<file path="src/rtl/ibex_fp_cvt_arbiter.sv">
// Round-robin arbiter sharing one int2float converter between two requesters.
// Optional watchdog on the converter wait: define IBEX_FP_CVT_TIMEOUT_EN.
module ibex_fp_cvt_arbiter #(
  parameter int unsigned TIMEOUT_CYCLES = 32
) (
  input  logic        clk_i,
  input  logic        rst_i,
  input  logic [1:0]  req_valid_i,
  input  logic [31:0] req_data0_i,
  input  logic [31:0] req_data1_i,
  output logic [1:0]  req_ready_o,
  output logic        cvt_en_o,
  output logic [31:0] cvt_a_o,
  input  logic [31:0] cvt_z_i,
  input  logic        cvt_valid_i,
  output logic        rsp_valid_o,
  output logic        rsp_id_o,
  output logic [31:0] rsp_data_o,
  output logic        rsp_err_o,
  input  logic        rsp_ready_i,
  output logic        busy_o
);

  typedef enum logic [2:0] {
    IDLE,
    ISSUE,
    WAIT,
    RESP,
    DRAIN
  } state_e;

  state_e      state_q, state_d;
  logic        rr_q, rr_d;
  logic        id_q, id_d;
  logic [31:0] opa_q, opa_d;
  logic [31:0] res_q, res_d;
  logic        gnt;

`ifdef IBEX_FP_CVT_TIMEOUT_EN
  localparam logic [7:0] ToLim = 8'(TIMEOUT_CYCLES);
  logic [7:0] cnt_q, cnt_d;
  logic       err_q, err_d;
`else
  logic unused_timeout;
  assign unused_timeout = ^TIMEOUT_CYCLES;
`endif

  // Grant: pointer's port if it asks, else the other one
  always_comb begin
    gnt = rr_q;
    if (!req_valid_i[rr_q]) gnt = ~rr_q;
  end

  // Next-state and output decode
  always_comb begin
    state_d     = state_q;
    rr_d        = rr_q;
    id_d        = id_q;
    opa_d       = opa_q;
    res_d       = res_q;
    req_ready_o = 2'b00;
    cvt_en_o    = 1'b0;
    rsp_valid_o = 1'b0;
`ifdef IBEX_FP_CVT_TIMEOUT_EN
    cnt_d       = cnt_q;
    err_d       = err_q;
`endif
    unique case (state_q)
      IDLE: begin
        if (|req_valid_i) begin
          req_ready_o = gnt ? 2'b10 : 2'b01;
          opa_d       = gnt ? req_data1_i : req_data0_i;
          id_d        = gnt;
          rr_d        = ~gnt;
          state_d     = ISSUE;
        end
      end
      ISSUE: begin
        cvt_en_o = 1'b1;
        state_d  = WAIT;
`ifdef IBEX_FP_CVT_TIMEOUT_EN
        cnt_d    = 8'd0;
`endif
      end
      WAIT: begin
        cvt_en_o = 1'b1;
        if (cvt_valid_i) begin
          res_d   = cvt_z_i;
          state_d = RESP;
`ifdef IBEX_FP_CVT_TIMEOUT_EN
          err_d   = 1'b0;
        end else if (cnt_q + 8'd1 == ToLim) begin
          res_d   = 32'h7FC0_0000;
          err_d   = 1'b1;
          state_d = RESP;
        end else begin
          cnt_d   = cnt_q + 8'd1;
`endif
        end
      end
      RESP: begin
        rsp_valid_o = 1'b1;
        if (rsp_ready_i) state_d = DRAIN;
      end
      DRAIN: begin
        if (!cvt_valid_i) state_d = IDLE;
      end
      default: state_d = IDLE;
    endcase
  end

  // State and datapath registers
  always_ff @(posedge clk_i or posedge rst_i) begin
    if (rst_i) begin
      state_q <= IDLE;
      rr_q    <= 1'b0;
      id_q    <= 1'b0;
      opa_q   <= 32'd0;
      res_q   <= 32'd0;
`ifdef IBEX_FP_CVT_TIMEOUT_EN
      cnt_q   <= 8'd0;
      err_q   <= 1'b0;
`endif
    end else begin
      state_q <= state_d;
      rr_q    <= rr_d;
      id_q    <= id_d;
      opa_q   <= opa_d;
      res_q   <= res_d;
`ifdef IBEX_FP_CVT_TIMEOUT_EN
      cnt_q   <= cnt_d;
      err_q   <= err_d;
`endif
    end
  end

  assign cvt_a_o    = opa_q;
  assign rsp_id_o   = id_q;
  assign rsp_data_o = res_q;
  assign busy_o     = (state_q != IDLE);
`ifdef IBEX_FP_CVT_TIMEOUT_EN
  assign rsp_err_o  = err_q;
`else
  assign rsp_err_o  = 1'b0;
`endif

endmodule

</file>
<file path="config.mk">
export PLATFORM = sky130hd
export DESIGN_NAME = ibex_fp_cvt_arbiter
export DESIGN_NICKNAME = d
export VERILOG_FILES = /design/src/rtl/ibex_fp_cvt_arbiter.sv
export SDC_FILE = /design/constraint.sdc
export NUM_CORES = 1
export LEC_CHECK = 0
export BUFFER_PORTS_ARGS = -buffer_cell sky130_fd_sc_hd__buf_4
export CAP_MARGIN = 25
export CORE_ASPECT_RATIO = 2
export CORE_UTILIZATION = 44
export DETAILED_ROUTE_END_ITERATION = 16
export PLACE_DENSITY_LB_ADDON = 0.15
export SLEW_MARGIN = 10
export SYNTH_ARGS = -nofsm -noshare
export SYNTH_HDL_FRONTEND = slang
export SYNTH_SLANG_ARGS = --single-unit
</file>
<file path="constraint.sdc">
create_clock -name clk_i -period 3.1 [get_ports clk_i]
set_input_delay 0.62 -clock clk_i [delete_from_list [all_inputs] [get_ports clk_i]]
set_output_delay 0.62 -clock clk_i [all_outputs]
set_load 0.005 [all_outputs]
</file>
==> results of run 1 <==
[per-layer routing]
layer,wire (microns),GRT usage,up-vias,share of wire
met4,294,0.1153,0,0.035
met3,531,0.07143,23,0.063
met2,4613,0.4086,125,0.54
met1,3052,0.2542,1283,0.36
li1,-,-,1237,-
met5,0,0,-,0
[area by class of cell]
cell class	instances	area, sq um	share of cell area
clock buffer	14	264.0	0.05578
multi-input combinational	151	1236	0.2612
tap	90	112.6	0.02379
timing repair buffer	178	1349	0.2850
inverter	4	15.01	0.003172
sequential	69	1727	0.3648
clock inverter	1	30.03	0.006344
[placed cells by master (no fill, tap or decap)]
cell	netlist	routed
o21ai_2	1	1
clkbuf_8	0	2
nor2_1	2	2
and3_2	1	1
nor2b_1	3	2
inv_2	1	2
clkbuf_1	5	3
nor3_1	33	33
and4b_1	1	1
and3b_2	1	2
mux2_4	30	30
inv_1	3	2
and3_1	1	1
nor3_2	1	1
nor3b_2	1	1
nor2b_2	0	1
nand2_1	33	33
conb_1	1	1
buf_4	3	177
a31o_2	1	1
a221o_2	3	3
xnor2_1	1	1
buf_12	0	1
a21oi_1	3	3
o21ai_0	2	2
clkbuf_16	0	9
bufinv_16	0	1
a221o_1	29	29
dfrtp_1	69	69
mux2_2	2	2
[cell families after synthesis]
kind of cell,Yosys count
XOR/XNOR,1
buffers and inverters,27
AND/OR/NAND/NOR,78
multiplexers,32
flip-flops,69
AO/OA/AOI/OAI,39
other,1
[worst paths after layout]
path                                  to  slack, ns  cells past startpoint
min reg2reg                  cvt_a_o[18]       0.51                      1
max in group asynchronous    cvt_a_o[18]       2.02                      3
min in group clk_i           cvt_a_o[18]       0.51                      1
max reg2reg                rsp_data_o[4]       1.28                      4
max                               busy_o       0.80                      4
min                           state_q[2]       0.42                      2
[state kept, by name, indices dropped and copies added, names as in the netlist]
signal,cells
rr_q,1
cvt_a_o,32
rsp_data_o,32
state_q,3
rsp_id_o,1
[stage by stage]
stage	cell area, sq um	setup slack [ns]	std cells	power (W)	utilization
6_report	4733	0.7989	507	0.004683	0.6820
5_1_grt	4733	0.6356	507	0.004965	0.6820
4_1_cts	4733	0.7815	507	0.004726	0.6820
3_5_place_dp	4439	1.051	492	0.003703	0.6396
3_3_place_gp	4439	1.050	492	0.003647	0.6396
2_1_floorplan	3141	0.7401	247	0.002742	-
[power breakdown]
group / switching, W / internal, W
combinational: 0.000749 / 0.00129
sequential: 0.000293 / 0.00135
clock: 0.000339 / 0.000662
[critical path, cell delays in order, from the launching register on]
cell     delay (ns)
dfrtp_1        0.45
nor3_2         0.29
inv_2          0.21
buf_4          0.25
buf_4          0.15
==> flow_metrics.tcl, run 1 <==
set metrics [dict create \
    status "finished, final reports clean" \
    drv_slew 0 \
    power_leakage_nw 2.361 \
    grt_pass1_vias 2708 \
    yosys.area_share.simple 0.1211 \
    hold_violations 0 \
    syn_inst 247 \
    gp_congestion 0.7530 \
    synth.top_cell.area_share 0.5498 \
    fin_nets 515 \
    yosys.area.top_type "dfrtp_1" \
    cts_root_buffer "clkbuf_16" \
    design.core.area_sq_mm 0.006940 \
    synth_area_sq_mm 0.003141 \
    track_usage 0.2389 \
    synth_nets 349 \
    muxShareOfSynthArea 0.1506 \
    cts_buffers 9 \
    cp_max_fo 21 \
    dp_hpwl_mm 6.321 \
    rows 43 \
    htree_levels 3 \
    vias 2668 \
    io_buffer_count 171 \
    whs_ns 0.4200 \
    p_per_area_mw_per_mm2 989.5 \
    ys.flop_type "dfrtp_1" \
    fmax_mhz 434.6 \
    cts.clk_slew.worst_paths_ns 0.05 \
    holdBufCountCts 0 \
    synth_top_family_by_area "multiplexers" \
    holdCritPathClass "primary input to asynchronous set/reset pin" \
    synth_common_cells "69 x dfrtp_1, 33 x nand2_1, 33 x nor3_1" \
    cp.required_ns 2.48 \
    synthAdderAreaFrac 0 \
    syn_to_final_growth_pct 50.72 \
    ant_nets 0 \
    cts_setup_buffers 0 \
    finalSetupViolations 0 \
    diodes 0 \
    yosysWarnings 0 \
    ys_types 28 \
    clock-sinks 69 \
    synth_edf_count 0 \
    cts_resized 0 \
    ys_seq_area_frac 0.5498 \
    die_area_sq_mm 0.007500 \
    synthTopCellsByArea "dfrtp_1 55%, mux2_4 14%, a221o_1 9.2%, nor3_1 5.3%, nand2_1 3.9%" \
    firstDrtPassIters 6 \
    crit_path_end_kind "output pin" \
    via_per_inst 5.262 \
    detail_route.drc_violations 0 \
    finalCritPeriodShare 0.7423 \
    grt_pass1_wl_mm 12.83 \
    cp-startpoint "state_q[1]" \
    antenna_found_initial 0 \
    die_w_microns 61.74 \
    clkLatencyLatePin_ns 0.33 \
    critical_path_class "flip-flop to output pin" \
    synth_xor_area_frac 0.002789 \
    critPathLaunchType "flip-flop" \
    die_height_microns 121.5 \
    finalClockSkew_ns 0.007897 \
    cp.arrival_ns 1.68 \
    wl_mm 8.492 \
    postSynthAreaPerCell_sq_um 12.71 \
    drtIter0Drc 143 \
    r2r_start "state_q[0]" \
    n_fill_cell 540 \
    min_period_ns 2.301 \
    peakVddDrop_uv 465.4 \
    relSlewSlack 0.5243 \
    synth-seq-cells 69 \
    rsz0062_at_grt "false" \
    io_pins 173 \
    wl_per_cell_microns 16.75 \
    grt_overflow 0 \
    yosysMostFrequentCell "dfrtp_1" \
    drive_gt1_frac 0.5635 \
    synth_compound_area_frac 0.1167 \
    tns_ns 0 \
    start_util 0.4525 \
    grt_start_max_net_pins 38 \
    clk_path_buf_depth 2 \
    max_slew.worst_pin.slew_ns 0.7125 \
    cts_tree "yes" \
    async_reset_ff_frac 1.000 \
    drv_cap 0 \
]
Power figures use the tool's default switching activity.
==> run 2, diff against run 1 <==
==> constraint.sdc (replaced) <==
create_clock -name clk_i -period 2.4 [get_ports clk_i]
set_input_delay 0.48 -clock clk_i [delete_from_list [all_inputs] [get_ports clk_i]]
set_output_delay 0.48 -clock clk_i [all_outputs]
set_load 0.005 [all_outputs]
==> run 2 against run 1 <==
  * Final cell count up 0.20%
  * Combinational power rose by 29%
  * Flip-flop and latch count unchanged
  * Final area increased by 1.3%
  * Highest routed layer unchanged
  * Non-clock buffer count unchanged
  * First-iteration DRC count is 24% lower
  * Sequential share of layout area down 0.46 points
  * Core utilization rose by 0.87 points
  * Register-to-register slack worse by 0.63 ns
  * Total power up 33%
  * Clock skew is 0.0016 ns lower
  * Critical endpoint is now req_ready_o[0]
  * Count of clock-buffer cells in the layout fell by 4
==> flow_metrics.tcl, run 2 (synthesis results as in run 1) <==
set metrics [dict create \
    io_buffer_count 171 \
    diodes 0 \
    die_w_microns 61.74 \
    clock-sinks 69 \
    drive_gt1_frac 0.5718 \
    n_fill_cell 550 \
    htree_levels 3 \
    cts_root_buffer "clkbuf_16" \
    ant_nets 0 \
    cp_max_fo 16 \
    peakVddDrop_uv 843.3 \
    dp_hpwl_mm 5.984 \
    min_period_ns 2.164 \
    rsz0062_at_grt "false" \
    grt_pass1_wl_mm 12.43 \
    cts_tree "yes" \
    critPathLaunchType "flip-flop" \
    finalCritPeriodShare 0.9015 \
    layout_common_cells "176 x buf_4, 69 x dfrtp_1, 33 x nand2_1, 33 x nor3_1, 30 x mux2_4" \
    clk_path_buf_depth 2 \
    wl_mm 8.199 \
    holdBufCountCts 0 \
    cp.required_ns 1.92 \
    fmax_mhz 462.2 \
    drtIter0Drc 109 \
    final_common_cell "buf_4" \
    status "finished, final reports clean" \
    design.core.area_sq_mm 0.006940 \
    crit_path_end_kind "output pin" \
    finalSetupViolations 0 \
    grt_overflow 0 \
    finalClockSkew_ns 0.006256 \
    cp.arrival_ns 1.68 \
    critical_path_class "flip-flop to output pin" \
    detail_route.drc_violations 0 \
    drv_slew 0 \
    p_per_area_mw_per_mm2 1299 \
    grt_start_max_net_pins 42 \
    relSlewSlack 0.5934 \
    wl_per_cell_microns 16.14 \
    holdCritPathClass "primary input to asynchronous set/reset pin" \
    syn_to_final_growth_pct 52.63 \
    rows 43 \
    vias 2651 \
    via_per_inst 5.219 \
    fin_nets 515 \
    clkLatencyLatePin_ns 0.33 \
    firstDrtPassIters 4 \
    drv_cap 0 \
    power_leakage_nw 2.383 \
    final_core_util 0.6906 \
    grt_pass1_vias 2684 \
    hold_violations 0 \
    cts.clk_slew.worst_paths_ns 0.06 \
    die_area_sq_mm 0.007500 \
    max_slew.worst_pin.slew_ns 0.6090 \
    die_height_microns 121.5 \
    antenna_found_initial 0 \
    tns_ns 0 \
    track_usage 0.2283 \
    gp_congestion 0.7433 \
    cts_buffers 9 \
    io_pins 173 \
    start_util 0.4525 \
    total_power_w 0.006226 \
]
run 2: cell count changes in the layout (fill, tap and decap cells not counted), sizes merged:
cell,previous run,this run
clkinv,0,2
clkinvlp,0,1
bufinv,1,3
clkbuf,14,10
run 2: what timing repair did:
item	4_1_cts	5_1_grt
setup endpoints to repair	0	1
setup buffers	0	0
gates resized for setup	0	1
run 2: final timing paths:
check	startpoint	to	slack [ns]	cells past startpoint
worst max-delay path	state_q[1]	req_ready_o[0]	0.24	3
worst min-delay path	rst_i	rsp_data_o[15]	0.24	2
worst max register to register	state_q[1]	cvt_a_o[20]	0.65	4
worst min register to register	rsp_data_o[20]	rsp_data_o[20]	0.51	1
max in group asynchronous	rst_i	state_q[0]	1.52	3
min in group clk_i	req_data0_i[7]	cvt_a_o[7]	0.38	2
run 2: final cells by class:
type / count / area, sq um / area share
Clock buffer: 10 / 229.0 / 0.04777
Clock inverter: 6 / 111.4 / 0.02323
Inverter: 4 / 15.01 / 0.003132
Multi-Input combinational cell: 151 / 1237 / 0.2582
Sequential cell: 69 / 1727 / 0.3602
Tap cell: 90 / 112.6 / 0.02349
Timing Repair Buffer: 178 / 1361 / 0.2840
run 2: layer usage:
layer / vias to the layer above / share of wire / track usage
li1: 1236 / - / -
met1: 1276 / 0.36 / 0.2329
met2: 117 / 0.55 / 0.4032
met3: 22 / 0.060 / 0.05650
met4: 0 / 0.032 / 0.1194
met5: - / 0 / 0
run 2: report_power, final:
part / internal (W) / total, W / switching [W] / leakage (nW)
Combinational: 0.00167 / 0.00263 / 0.000957 / 1.39
Sequential: 0.00174 / 0.00211 / 0.000364 / 0.835
Clock: 0.00101 / 0.00149 / 0.000474 / 0.163
Total: 0.00443 / 0.00623 / 0.00180 / 2.38
run 2: worst max-delay path, cell delays in order (launching register included):
cell	delay (ns)
dfrtp_1	0.45
nor3_2	0.31
and3_2	0.43
buf_4	0.17
run 2: stage by stage:
step | hold WS [ns] | instance area, sq um | setup slack, ns | instances
CTS | 0.2433 | 4792 | 0.02308 | 508
global placement | 0.4907 | 4452 | 0.3879 | 492
floorplan | 0.5053 | 3141 | 0.1801 | 247
detailed placement | 0.4949 | 4452 | 0.3666 | 492
finish | 0.2350 | 4793 | 0.2363 | 508
global route | 0.2765 | 4793 | 0.1465 | 508
